## config.mk

```make
export PLATFORM = sky130hd
export DESIGN_NAME = barrel_shift_cmd_queue
export DESIGN_NICKNAME = d
export VERILOG_FILES = /design/src/rtl/barrel_shift_cmd_queue.sv
export SDC_FILE = /design/constraint.sdc
export NUM_CORES = 1
export LEC_CHECK = 0
export BUFFER_PORTS_ARGS = -buffer_cell sky130_fd_sc_hd__buf_2
export CORE_UTILIZATION = 36
export DETAILED_ROUTE_END_ITERATION = 8
export PLACE_DENSITY = 0.58
export REMOVE_ABC_BUFFERS = 1
export SYNTH_ARGS = -nofsm -noshare
export SYNTH_HDL_FRONTEND = slang
export SYNTH_SLANG_ARGS = --single-unit
```

## constraint.sdc

```tcl
create_clock -name clk -period 2.3 [get_ports clk]
set_input_delay 0.23 -clock clk [delete_from_list [all_inputs] [get_ports clk]]
set_output_delay 0.23 -clock clk [all_outputs]
set_load 0.02 [all_outputs]
```

## src/rtl/barrel_shift_cmd_queue.sv

```systemverilog


module barrel_shift_cmd_queue #(
  parameter int DEPTH = 4
) (
  input  logic                     clk,
  input  logic                     rst,
  input  logic                     in_valid,
  output logic                     in_ready,
  input  logic [7:0]               in_data,
  input  logic [2:0]               in_n,
  input  logic                     in_lr,
  output logic [7:0]               sh_in,
  output logic [2:0]               sh_n,
  output logic                     sh_lr,
  input  logic [7:0]               sh_out,
  output logic                     out_valid,
  input  logic                     out_ready,
  output logic [7:0]               out_data,
  output logic [$clog2(DEPTH):0]   count
);

  localparam int AW = $clog2(DEPTH);
  localparam int CW = AW + 1;
  localparam logic [CW-1:0] FULL_C = CW'(DEPTH);
  localparam logic [CW-1:0] ZERO_C = {CW{1'b0}};

  logic [11:0]   mem_r [DEPTH];
  logic [AW-1:0] wr_ptr_r;
  logic [AW-1:0] rd_ptr_r;
  logic [CW-1:0] count_r;
  logic [CW-1:0] count_nxt_s;
  logic          out_valid_r;
  logic [7:0]    out_data_r;
  logic [11:0]   head_s;
  logic          push_s;
  logic          pop_s;
  logic          out_free_s;

  assign in_ready   = (count_r != FULL_C) && !rst;
  assign push_s     = in_valid && in_ready;
  assign out_free_s = !out_valid_r || out_ready;
  assign pop_s      = (count_r != ZERO_C) && out_free_s;
  assign head_s     = mem_r[rd_ptr_r];

  assign count     = count_r;
  assign out_valid = out_valid_r;
  assign out_data  = out_data_r;

  // Head entry to the shifter, forced to zero while the queue is empty.
  always_comb begin
    sh_in = 8'd0;
    sh_n  = 3'd0;
    sh_lr = 1'b0;
    if (count_r != ZERO_C) begin
      sh_in = head_s[7:0];
      sh_n  = head_s[10:8];
      sh_lr = head_s[11];
    end else begin
      sh_in = 8'd0;
      sh_n  = 3'd0;
      sh_lr = 1'b0;
    end
  end

  // Occupancy update; a simultaneous push and pop leaves it unchanged.
  always_comb begin
    count_nxt_s = count_r;
    case ({push_s, pop_s})
      2'b10:   count_nxt_s = count_r + CW'(1);
      2'b01:   count_nxt_s = count_r - CW'(1);
      default: count_nxt_s = count_r;
    endcase
  end

  // Storage is not reset; stale entries are never visible because count gates the head.
  always_ff @(posedge clk) begin
    if (push_s) begin
      mem_r[wr_ptr_r] <= {in_lr, in_n, in_data};
    end
  end

  // Pointers and occupancy.
  always_ff @(posedge clk or posedge rst) begin
    if (rst) begin
      wr_ptr_r <= {AW{1'b0}};
      rd_ptr_r <= {AW{1'b0}};
      count_r  <= ZERO_C;
    end else begin
      count_r <= count_nxt_s;
      if (push_s) begin
        wr_ptr_r <= wr_ptr_r + AW'(1);
      end
      if (pop_s) begin
        rd_ptr_r <= rd_ptr_r + AW'(1);
      end
    end
  end

  // Result register: refill from the shifter on pop, otherwise drop valid once taken.
  always_ff @(posedge clk or posedge rst) begin
    if (rst) begin
      out_valid_r <= 1'b0;
      out_data_r  <= 8'd0;
    end else if (pop_s) begin
      out_valid_r <= 1'b1;
      out_data_r  <= sh_out;
    end else if (out_valid_r && out_ready) begin
      out_valid_r <= 1'b0;
    end
  end

endmodule

```

==> results of run 1 <==
power by group:
| group | switching (mW) | internal (mW) | total [mW] |
|---|---|---|---|
| registers | 0.178 | 1.47 | 1.65 |
| clock network | 0.423 | 0.601 | 1.02 |
| logic | 0.827 | 0.724 | 1.55 |
layout make-up:
class	instances	share of cell area (%)
flip-flops and latches	64	56.99
multi-input cells	60	22.38
repair buffers	57	9.601
clock buffers	9	3.833
well taps	96	3.717
clock inverters	7	2.671
inverters	7	0.8130
critical path, delay by kind of cell, from the launching register on:
| family | cells | cell delay [ns] |
|---|---|---|
| buffers and inverters | 1 | 0.17 |
| flip-flops | 1 | 0.74 |
| multiplexers | 1 | 0.39 |
| AND/OR/NAND/NOR | 1 | 0.16 |
sequential cells by signal, summed over array words and instances, names as in the netlist:
name	count
out_valid	1
rd_ptr_r	2
wr_ptr_r	2
count	3
mem_r	48
out_data	8
final timing paths:
| path | end | slack (ns) | depth (start not counted) |
|---|---|---|---|
| setup / recovery | sh_n[1] | 0.29 | 3 |
| hold / removal | mem_r[2][10]$_DFFE_PP_ | 0.11 | 1 |
| setup reg to reg | count[2]$_DFFE_PP0P_ | 0.31 | 9 |
| hold reg to reg | out_data[5]$_DFFE_PP0P_ | 0.51 | 1 |
| max in group asynchronous | rd_ptr_r[0]$_DFFE_PP0P_ | 1.36 | 3 |
| min in group asynchronous | count[1]$_DFFE_PP0P_ | 0.53 | 3 |
stage by stage:
| step | worst slack (ns) | std cells | setup TNS [ns] | area [um2] |
|---|---|---|---|---|
| 2_1_floorplan | -0.3068 | 131 | -0.4316 | 2591 |
| 5_1_grt | 0.1495 | 300 | 0 | 3232 |
| 6_report | 0.2906 | 300 | 0 | 3232 |
| 3_3_place_gp | 0.4318 | 283 | 0 | 3012 |
| 3_5_place_dp | 0.3331 | 283 | 0 | 3012 |
| 4_1_cts | 0.2434 | 300 | 0 | 3232 |
cells by family (layout without fill, tap and decap cells):
group / Yosys count / count (layout)
buffers and inverters: 12 / 80
flip-flops: 64 / 64
adder cells (fa/ha/maj): 6 / 6
AND/OR/NAND/NOR: 24 / 24
multiplexers: 22 / 22
AO/OA/AOI/OAI: 2 / 2
XOR/XNOR: 6 / 6
cells in the final DEF (no fill, tap or decap), types with 2 or more instances in the layout:
master / n
buf_2: 48
edfxtp_1: 48
dfrtp_1: 16
nor2b_1: 12
mux4_2: 12
clkbuf_8: 9
mux2_4: 8
buf_4: 8
inv_1: 7
ha_1: 5
xor2_1: 4
and2_1: 4
nand2b_1: 2
xnor2_1: 2
nor2_1: 2
clkinv_1: 2
clkinv_2: 2
bufinv_16: 2
per-layer routing:
metal	vias to the layer above	part of all wire [%]	track usage (%)	routed length, um
met1	702	41	15.98	1983
li1	630	-	-	-
met3	10	3.1	4.147	150
met4	0	2.1	8.197	100
met2	24	53	22.94	2547
met5	-	0	0	0
repair_timing:
action,CTS,global route
hold buffers,1,0
endpoints found under the setup margin,0,0
endpoints found under the hold margin,16,0
==> reports/results.txt, run 1 <==
TritonCTS built the clock tree. For this configuration, the core starts out at a cell density of 38.07%. The synthesized netlist devotes 0.5206% of its cell area to compound gates. After clock tree synthesis, the repair step resized 0 gates. Area share of and/or/nand/nor cells after synthesis: 6.152%.

The worst setup path is launched from a flip-flop. The combinational family with the most area after synthesis was multiplexers. The worst setup path is captured at an output pin. For the final antenna-violating net count, the log shows 0.

In this run, CTS created clock tree buffers numbering 9. The worst path needs 2.009 ns of the cycle, external delays included. The run gives 0.4977 GHz as the maximum clock frequency.

The number of top-level pins came out at 49. The multiplexer share of the synthesized area came out at 15.57%. The logs give 0 for the count of final hold-check violations and 2 for the maximum number of buffers from clock root to sink. Sequential cells were found to cover 69.66% of the synthesized design area. After detailed routing, the number of vias per cell comes to 4.553.

The area growth from synthesis to layout is 22.24%. The post-route netlist has 45.59% of its cells at a drive strength greater than 1. The adder-cell share of the synthesized area was 3.124%. The highest fanout seen on the critical path works out to 13.

The total standard cell area after synthesis is 2644 um2, and the number of antenna violations at the first check in global routing is 0. Across every metal layer, demand over resource in global routing totals 13.85%. By count the netlist is led by edfxtp_1 (48), dfrtp_1 (16), mux4_2 (12), nor2b_1 (12), mux2_4 (8). Count of pins over their slew limit: 0. The synthesized netlist devotes 1.988% of its cell area to XOR and XNOR gates. The largest total area in the synthesized netlist belongs to edfxtp_1. The most critical setup path has its startpoint at rd_ptr_r[1]$_DFFE_PP0P_. The final worst-path cycle share was 87.37%. The worst register-to-register path begins at count[0]$_DFFE_PP0P_. 0 antenna diodes ended up in the layout.

The sequential cells in the finished layout cover a total of 1842 um2. For the pin with the worst max-slew slack, the measured transition is 0.6159 ns. In this run, synthesis produced a sequential element count of 64. The critical path is of the flip-flop to output pin type. Measured against its own limit, the worst slew margin works out to 58.94%. The tools report the final core utilization as 46.54%. The count of fill cells added during filler insertion is 592. Among all flip-flop cells after synthesis, the most frequent one is edfxtp_1. Setup repair after global routing left no endpoint under its margin. The count of flip-flops with a built-in enable after synthesis was 48. After layout, the design draws a total of 4.222 mW.

A synthesized cell averages 19.44 um2. The first global-routing pass estimated 7.452 mm of wire. In the final routed layout, each cell accounts on average for 15.94 um. CTS saw 64 sinks. For the worst setup path, the data arrival time is 1.78 ns. The tools report the final RePlAce weighted congestion as 0.7554. The critical path goes through mux4_2 -> nor2b_1 -> buf_2.

For this design the ratio of total power to cell area is 1306 nW/um2. Net count reported at finish: 229. The logs give 1492 for the via count of the first global-routing pass and 0 for the number of maximum-capacitance constraint violations. The via count was 1366. In this run the static leakage power is 1.291 nW. The largest net degree at the start of global routing came out at 17.

The die boundary height works out to 87.70 um. By instance count, the leading cell after synthesis is edfxtp_1. Detailed placement ended at an HPWL of 3.272 mm. The highest cell delay on the worst timing path was 0.74 ns. Distinct cell type count after synthesis: 24. Setup violations remaining at the end of the flow were counted as 0. The total wire length after detailed routing was 4.782 mm; the clock latency on the worst-skew pair was 0.33 ns.

Cell with the biggest individual delay on the critical path: dfrtp_1. The root buffer selected by CTS is clkbuf_8. The multi-input combinational cell area was 723.2 um2; the setup skew after layout was 0.01236 ns. In this run the number of H-tree levels came out at 3. The quantity of I/O buffers inserted on ports works out to 48. The run gives 136 as the number of instances in the synthesized netlist. After the first detailed-routing iteration, the DRC count stood at 66.

The run gives 0 as the aggregate global routing overflow. After detailed routing, the number of remaining DRC violations is 0. The number of warnings issued by yosys is 0.

The path class of the tightest hold or removal check is primary input to flip-flop. The die extent in x is 87.70 um, and the maximum VDD drop is 0.3733 mV. The die outline area is 7690 um2, and the portion of synthesized cell area occupied by the leading cell type is 54.52%. The buffers inserted during post-CTS setup optimization was 0. The pre-antenna-repair detailed-routing pass consisted of 4 iterations.

In the post-synthesis netlist, the biggest area contributors are edfxtp_1 (55%), dfrtp_1 (15%), mux4_2 (10%). In this run the standard cell core region covers 6944 um2. Hold path startpoint: in_n[2]. After floorplanning, the core was divided into 30 placement rows. The run gives 0.1140 ns as the worst hold-check slack. The data required time of the critical path came out at 2.07 ns. After clock tree synthesis, the clock-pin slew on the worst setup and hold paths is 0.07 ns. The run finished with clean final reports.

In the synthesized netlist the async set-or-reset flop fraction comes to 25.00%.
No activity file was read; power rests on OpenSTA's default activity.
==> inputs of run 2 (changes only) <==
Settings changed: ABC_AREA set to 1, PLACE_DENSITY 0.58 to 0.59, TNS_END_PERCENT set to 30.
Clock period 2.3 ns to 1.8 ns, I/O delays scaled along.
==> reports/results.txt, run 2 <==
After synthesis, flip-flops and latches occupy 61.54% of the total area. The run gives 4.390% as the met3 layer usage reported by global route. In the layout the commonest cells are nand2_1 (75), inv_1 (58), buf_2 (48), edfxtp_1 (48). In this run the clock root is driven by a clkbuf_8.

After synthesis, the cell types taking the most area are edfxtp_1 (48%), dfrtp_1 (13%), nand2_1 (9.5%). For the net switching component of the power, the log shows 2.507 mW. Data arrives at the worst endpoint at 1.52 ns.

The clock network burns 23.0% of the power. The average routed wire per standard cell was 12.54 um. The tools report the proportion of power drawn by flip-flops and latches as 32.3%. Setup repair after global routing left no endpoint under its margin. Die outline area: 8683 um2. Across the VDD grid, the largest voltage drop is 1.012 mV. The number of cells on the worst reg-to-reg path is 8. The per-cell via count in the routed design works out to 4.378.

Area share of and/or/nand/nor cells after synthesis: 19.82%. The final critical path takes up 94.52% of the cycle. The startpoint identified for the worst hold timing path is sh_out[3]. In this run the static leakage power is 1.752 nW. Counting flops with an async set or reset pin after synthesis yields a share of 25.00%. The flip-flop count of the largest register after layout was 48; the number of cell rows was 32. Yosys mapped a number of flops with a built-in enable equal to 48. STA classifies the critical path endpoint as an output pin.

Setup violations remaining at the end of the flow were counted as 0. The run gives 14.60% as the combined global-route utilization of all metal layers. The clock-pin slew reported for the worst setup and hold paths after clock tree synthesis is 0.07 ns. After Yosys synthesis, full adders, half adders and majority gates account for 2.759% of the synthesized area. The tools report the number of CTS-inserted buffers as 9.

Buffers placed on the I/O ports in this run total 48. After synthesis, the largest family of logic cells by area is simple AND/OR/NAND/NOR gates. The clock passes through at most 2 buffers. The critical path is of the flip-flop to output pin type. For this block, the initial DRC count from the detailed router was 77.

edfxtp_1 takes more of the synthesized area than any other cell. For hold timing, the worst endpoint is out_data[3]$_DFFE_PP0P_. Dividing the synthesized area by the synthesized cell count gives 10.46 um2. The count of final hold-check violations came out at 0. In the synthesized netlist the dominant register cell turns out to be edfxtp_1.

Leading cell type by number of instances after synthesis: nand2_1. The setup check on the worst reg-to-reg path leaves a slack of 0.15 ns. The distinct cell type count after synthesis was 22; the global-route wire length before repair was 9.370 mm.

In the synthesized netlist, the number of instances is 286. The largest net degree at the start of global routing is 26. Sorting the synthesized cells by how often they occur yields nand2_1 (76), inv_1 (59), edfxtp_1 (48). In this run the critical register-to-register path is captured at count[1]$_DFFE_PP0P_. In the final layout, the share of cells above drive strength 1 is 35.20%.

The setup skew after layout was 0.006589 ns; the maximum clock frequency was 0.5877 GHz. The tightest min-delay check is of the primary input to flip-flop type. The tools report the count of pins over their slew limit as 0. The portion of synthesized cell area occupied by the leading cell type was 48.16%. The run finished with clean final reports.

Layer with the highest usage: met2. The HPWL after detailed placement is 3.625 mm. Once layout is complete, the utilization of the core stands at 46.86%.

Overall power consumption after layout is estimated at 6.312 mW. The number of warnings issued by yosys is 0, and the highest fanout seen on the critical path is 12. After detailed routing, the total wire length is 5.770 mm. 0 antenna diodes ended up in the layout.

For this design, the sink count on the clock tree is 64. The die is 93.18 um tall. The core region is 7888 um2. The tools report the startpoint type of the worst setup path as a flip-flop. After layout, the minimum clock period comes to 1.701 ns. Net switching is 39.71% of the power. Along the worst hold path, the cell count comes to 3.

For this run the aggregate overflow at the end of global routing stands at 0. At the pin with the least slew margin, the transition time is 0.3578 ns. The detail route stage leaves a number of antenna-violating nets equal to 0.

Detailed routing inserted a total of 2014 vias. The portion of synthesized area spent on multiplexers is 0%. The mapped netlist covers 2993 um2.

STA puts the critical path data required time at 1.62 ns. Most common cell after layout, fill and taps aside: nand2_1. Summing the areas of all compound-gate instances in the mapped netlist gives 3.930% of the synthesized area. Combinational logic is responsible for 44.7% of the overall power. The die extent in x was 93.18 um. The length of the first detailed-routing pass in iterations is 4, and the met1 capacity usage during global routing is 17.85%.

Once the floorplan was initialized, standard cells occupied 37.94% of the core. For the number of maximum-capacitance constraint violations, the log shows 0. TritonCTS built the clock tree. The logs give 0 for the number of antenna violations at the first check in global routing and 23.65% for the met2 layer usage reported by global route. Compared with the post-synthesis result, the final layout area differs by 23.49%. The tools report the cell internal power dissipation as 3.805 mW.

The run gives 0.34 ns as the clock latency on the worst-skew pair. The number of synthesized register bits is 64, and the number of top-level pins is 49. The final layout contains 383 nets. The worst register-to-register path begins at count[1]$_DFFE_PP0P_. The count of fill cells added during filler insertion came out at 706. Power spread over the standard cell area amounts to 1708 nW/um2.

The xor and xnor area share after synthesis works out to 0.5853%. The run gives 0 as the post-detailed-route DRC marker count. For the final RePlAce weighted congestion, the log shows 0.7770. The remaining max-slew budget at the tightest pin was 76.11%; the count of H-tree levels built during CTS was 3. Ranked by flip-flop count, first place goes to mem_r. The startpoint of the most critical setup path is rd_ptr_r[1]$_DFFE_PP0P_. The via count of the first global-routing pass is 1924.
==> run 2: changes by cell type in the layout (fill, tap and decap cells not counted), moves of 4 or more <==
cell	before	now
a21oi_2	1	10
and2_1	4	0
buf_4	8	16
inv_1	7	58
inv_2	0	6
mux2_4	8	0
mux4_2	12	0
nand2_1	1	75
nand2_2	0	12
nand3_1	0	16
nand3_2	0	11
nor2b_1	12	0
xor2_1	4	0
==> run 2: power groups by stage <==
stage / Sequential [mW] / Combinational, mW / Clock (mW)
detailed placement: 2.06 / 2.66 / 0
global route: 2.06 / 3.15 / 1.55
floorplan: 2.30 / 1.54 / 0
global placement: 2.05 / 2.61 / 0
CTS: 2.04 / 2.68 / 1.49
finish: 2.04 / 2.82 / 1.45
==> run 2: kinds of logic (layout without fill, tap and decap cells) <==
group / count (synthesis) / in the layout
AND/OR/NAND/NOR: 123 / 123
buffers and inverters: 76 / 148
flip-flops: 64 / 64
AO/OA/AOI/OAI: 15 / 15
adder cells (fa/ha/maj): 6 / 6
XOR/XNOR: 2 / 2
==> run 2: metrics by stage <==
stage               instances  hold slack (ns)  TNS, ns  area [um2]  setup WS (ns)
floorplan                 276           0.1262  -0.1080        2903       -0.08955
global placement          437           0.2781        0        3366         0.1186
detailed placement        437           0.2856        0        3366        0.04809
CTS                       454          0.01554        0        3612        0.02557
global route              460          0.02995        0        3696       0.006993
finish                    460          0.03456        0        3696        0.09858
==> run 2: how the worst max path moves through the flow <==
stage / endpoint / slack (ns)
after floorplan: count[2]$_DFFE_PP0P_ / -0.09
after global placement: count[2]$_DFFE_PP0P_ / 0.12
after detailed placement: count[2]$_DFFE_PP0P_ / 0.05
after CTS: count[2]$_DFFE_PP0P_ / 0.03
after global routing: sh_n[0] / 0.007
final: sh_in[0] / 0.1
==> run 2: critical path, stage by stage, from the launching register on <==
cell	delay, ns
dfrtp_1	0.39
inv_2	0.28
nand3_1	0.13
a21oi_1	0.19
buf_2	0.19
==> run 2: area by class of cell <==
type,count,area (um2),share of cell area (%)
sequential,64,1843,49.86
inverter,66,252.7,6.838
clock inverter,7,110.1,2.979
tap,102,127.6,3.453
clock buffer,9,123.9,3.351
timing repair buffer,66,390.4,10.56
multi-input combinational,146,848.3,22.95
==> run 2: timing repair <==
action,in CTS,in global routing
setup endpoints to repair,1,2
gates resized for setup,1,9
setup buffers,0,6
hold buffers,1,0
endpoints found under the hold margin,16,0
pin swaps,0,3
==> run 2: routing by layer <==
metal	wire (um)	share of wire, %	vias up
met5	0	0	-
met4	90	1.6	0
met3	259	4.5	11
met2	2745	48	44
met1	2675	46	924
li1	-	-	1035
==> inputs of run 3 (changes only) <==
Settings changed: CORE_UTILIZATION 36 to 30, PLACE_DENSITY 0.59 to 0.52.
==> reports/results.txt, run 3 (synthesized netlist as in run 2, its figures left out) <==
The flow ran to the end, and the final reports show no timing, DRC or antenna violations. The worst setup path is captured at a flip-flop. For this block, the via count after detailed routing is 1938. During placement, the flow inserted port buffers numbering 48.

Highest fanout seen on the critical path: 5. The clock network accounts for 20.3% of the total power. The number of setup violations in the final report came out at 0.

The slew at the pin closest to its max-slew limit was 0.3290 ns. The cell sitting at the root of the clock tree is a clkbuf_8. TritonCTS built the clock tree.

During I/O placement, the number of pins put on the boundary was 49. The cell internal power dissipation was 3.527 mW. The run gives 2.03 ns as the data required time of the critical path. The logs give 34.9% for the proportion of power drawn by flip-flops and latches and 0 for the number of antenna violations at the first check in global routing.

For the number of standard cells in the layout, taps in and fillers out, the log shows 487. Summed over all nets, the switching power comes to 2.414 mW. The switching part of the total power was 40.63%; the wire length on met3 was 348 um. The longest clock path from root to sink contains 2 buffers. Once detail routing completed, the nets flagged for antenna violations numbered 0. Setup repair after global routing could not meet its margin everywhere.

The setup skew after layout was 0.01180 ns; the aggregate global routing overflow was 0. The critical path arrival came out at 1.94 ns. The count of fill cells added during filler insertion came out at 989. For this block, the initial DRC count from the detailed router was 37.

The tools report the via count of the first global-routing pass as 1879. By startpoint and endpoint, the worst setup path is classified as flip-flop to flip-flop. Detailed routing placed a total of 2.745 mm of wire on met2.

After detailed routing, the wire length on met1 is 2.646 mm. The H-tree generated during clock tree synthesis spans 3 levels. Power spread over the standard cell area amounts to 1628 nW/um2. In this run the worst hold path is classified as primary input to flip-flop. The setup check on the worst reg-to-reg path leaves a slack of 0.08 ns.

The first global-routing pass estimated 9.225 mm of wire. Timing analysis after detailed placement gives a worst setup slack of 0.03402 ns. The clock-pin slew reported for the worst setup and hold paths after clock tree synthesis was 0.07 ns. The net count reported at finish was 379; the total wire length after detailed routing was 5.750 mm. For the length of the first detailed-routing pass in iterations, the log shows 4. The average routed wire per standard cell is 11.81 um.

Final worst-path cycle share: 95.38%. The post-route minimum period is 1.717 ns. In the routed design, unresolved DRC markers number 0. Ranked by flip-flop count, first place goes to mem_r. Number of cell rows: 36. Combinational logic is responsible for 44.9% of the overall power.

The startpoint type of the worst setup path was a flip-flop. The largest net degree at the start of global routing was 26. In this run, placement finished with an instance count of 468.

The highest routing layer actually used is met4. Leaving out fill and tap cells, the most frequent cells in the layout are nand2_1 (76), inv_1 (59), edfxtp_1 (48). The region available for standard cell placement spans 9729 um2. Across every metal layer, demand over resource in global routing totals 12.12%. The tool flagged a number of max-cap violations equal to 0. The run gives 64 as the number of clock sinks.

Hold is met by 0.03657 ns. Effective utilization at floorplan: 30.76%. Dividing the detail-routed via count by the number of cells gives 3.979. The die covers 10380 um2. The tools report the detailed placer's ending HPWL as 3.734 mm. The most common cell after layout, fill and taps aside was nand2_1. In this run the static leakage power is 1.722 nW.

IR analysis of the VDD net gives a maximum drop of 0.8320 mV. Timing would allow up to 0.5824 GHz. In this run, CTS created clock tree buffers numbering 9. The die is 101.9 um tall.

The tools report the count of pins over their slew limit as 0. The remaining max-slew budget at the tightest pin is 78.03%. Flip-flop count of the largest register after layout: 48. The smallest setup slack after layout came out at 0.08309 ns. Relative to the synthesized area, the layout overhead comes to 21.91%. The number of antenna diodes is 0, and the die extent in x is 101.9 um. Routability-driven placement finished with a final weighted congestion of 0.7811. The later pin in the worst-skew pair is clocked with a latency of 0.33 ns. The run gives 0 as the count of final hold-check violations. The fraction of layout cells with a size suffix above 1 was 33.33%.
run 3: cell types whose count changed in the layout (fill, tap and decap cells not counted), sizes merged:
cell      delta
clkbuf       +6
buf          -4
bufinv       -3
clkinv       -2
clkinvlp     -1
run 3: worst paths after layout:
check / start / endpoint / cells after the start
hold reg to reg: out_data[2]$_DFFE_PP0P_ / out_data[2]$_DFFE_PP0P_ / 2
setup reg to reg: count[2]$_DFFE_PP0P_ / count[2]$_DFFE_PP0P_ / 11
min in group asynchronous: rst / out_data[0]$_DFFE_PP0P_ / 4
max in group asynchronous: rst / rd_ptr_r[0]$_DFFE_PP0P_ / 4
setup / recovery: count[2]$_DFFE_PP0P_ / count[2]$_DFFE_PP0P_ / 11
hold / removal: sh_out[1] / out_data[1]$_DFFE_PP0P_ / 3
run 3: worst max-delay path: stages, from the launching register on:
cell	delay [ns]
dfrtp_2	0.42
inv_2	0.06
nand3_2	0.12
nand2_2	0.07
inv_2	0.06
ha_1	0.16
inv_1	0.07
fa_1	0.38
nand2_1	0.10
nand3_1	0.08
nand2_1	0.06
nand2_1	0.04
run 3: layout make-up:
class / instances / area [um2] / area share [%]
Clock buffer: 15 / 198.9 / 5.453
Timing Repair Buffer: 62 / 362.8 / 9.945
Clock inverter: 1 / 5.005 / 0.1372
Sequential cell: 64 / 1844 / 50.55
Multi-Input combinational cell: 146 / 815.8 / 22.36
Tap cell: 133 / 166.4 / 4.561
Inverter: 66 / 255.2 / 6.996
run 3: metrics by stage:
step	cell area, um2	power [mW]	util (%)	setup TNS, ns
2_1_floorplan	2903	3.837	-	-0.1080
3_3_place_gp	3405	4.692	34.99	0
3_5_place_dp	3405	4.737	34.99	0
4_1_cts	3622	5.992	37.23	0
5_1_grt	3649	6.380	37.50	-0.04328
6_report	3649	5.941	37.50	0
run 3: timing repair:
item	4_1_cts	5_1_grt
hold endpoints to repair	16	0
endpoints found under the setup margin	12	12
gates resized for setup	2	5
hold buffers	1	0
buffers inserted	0	2
run 3: layer usage:
| layer | track usage (%) | vias to the layer above |
|---|---|---|
| met3 | 4.720 | 2 |
| met5 | 0 | - |
| met1 | 14.50 | 862 |
| met2 | 20.74 | 53 |
| met4 | 2.637 | 0 |
| li1 | - | 1021 |
run 3: power by group through the flow:
stage,Sequential [mW],Clock [mW],Combinational (mW)
floorplan,2.30,0,1.54
global placement,2.09,0,2.61
detailed placement,2.09,0,2.65
CTS,2.06,1.26,2.67
global route,2.11,1.32,2.95
finish,2.07,1.20,2.67
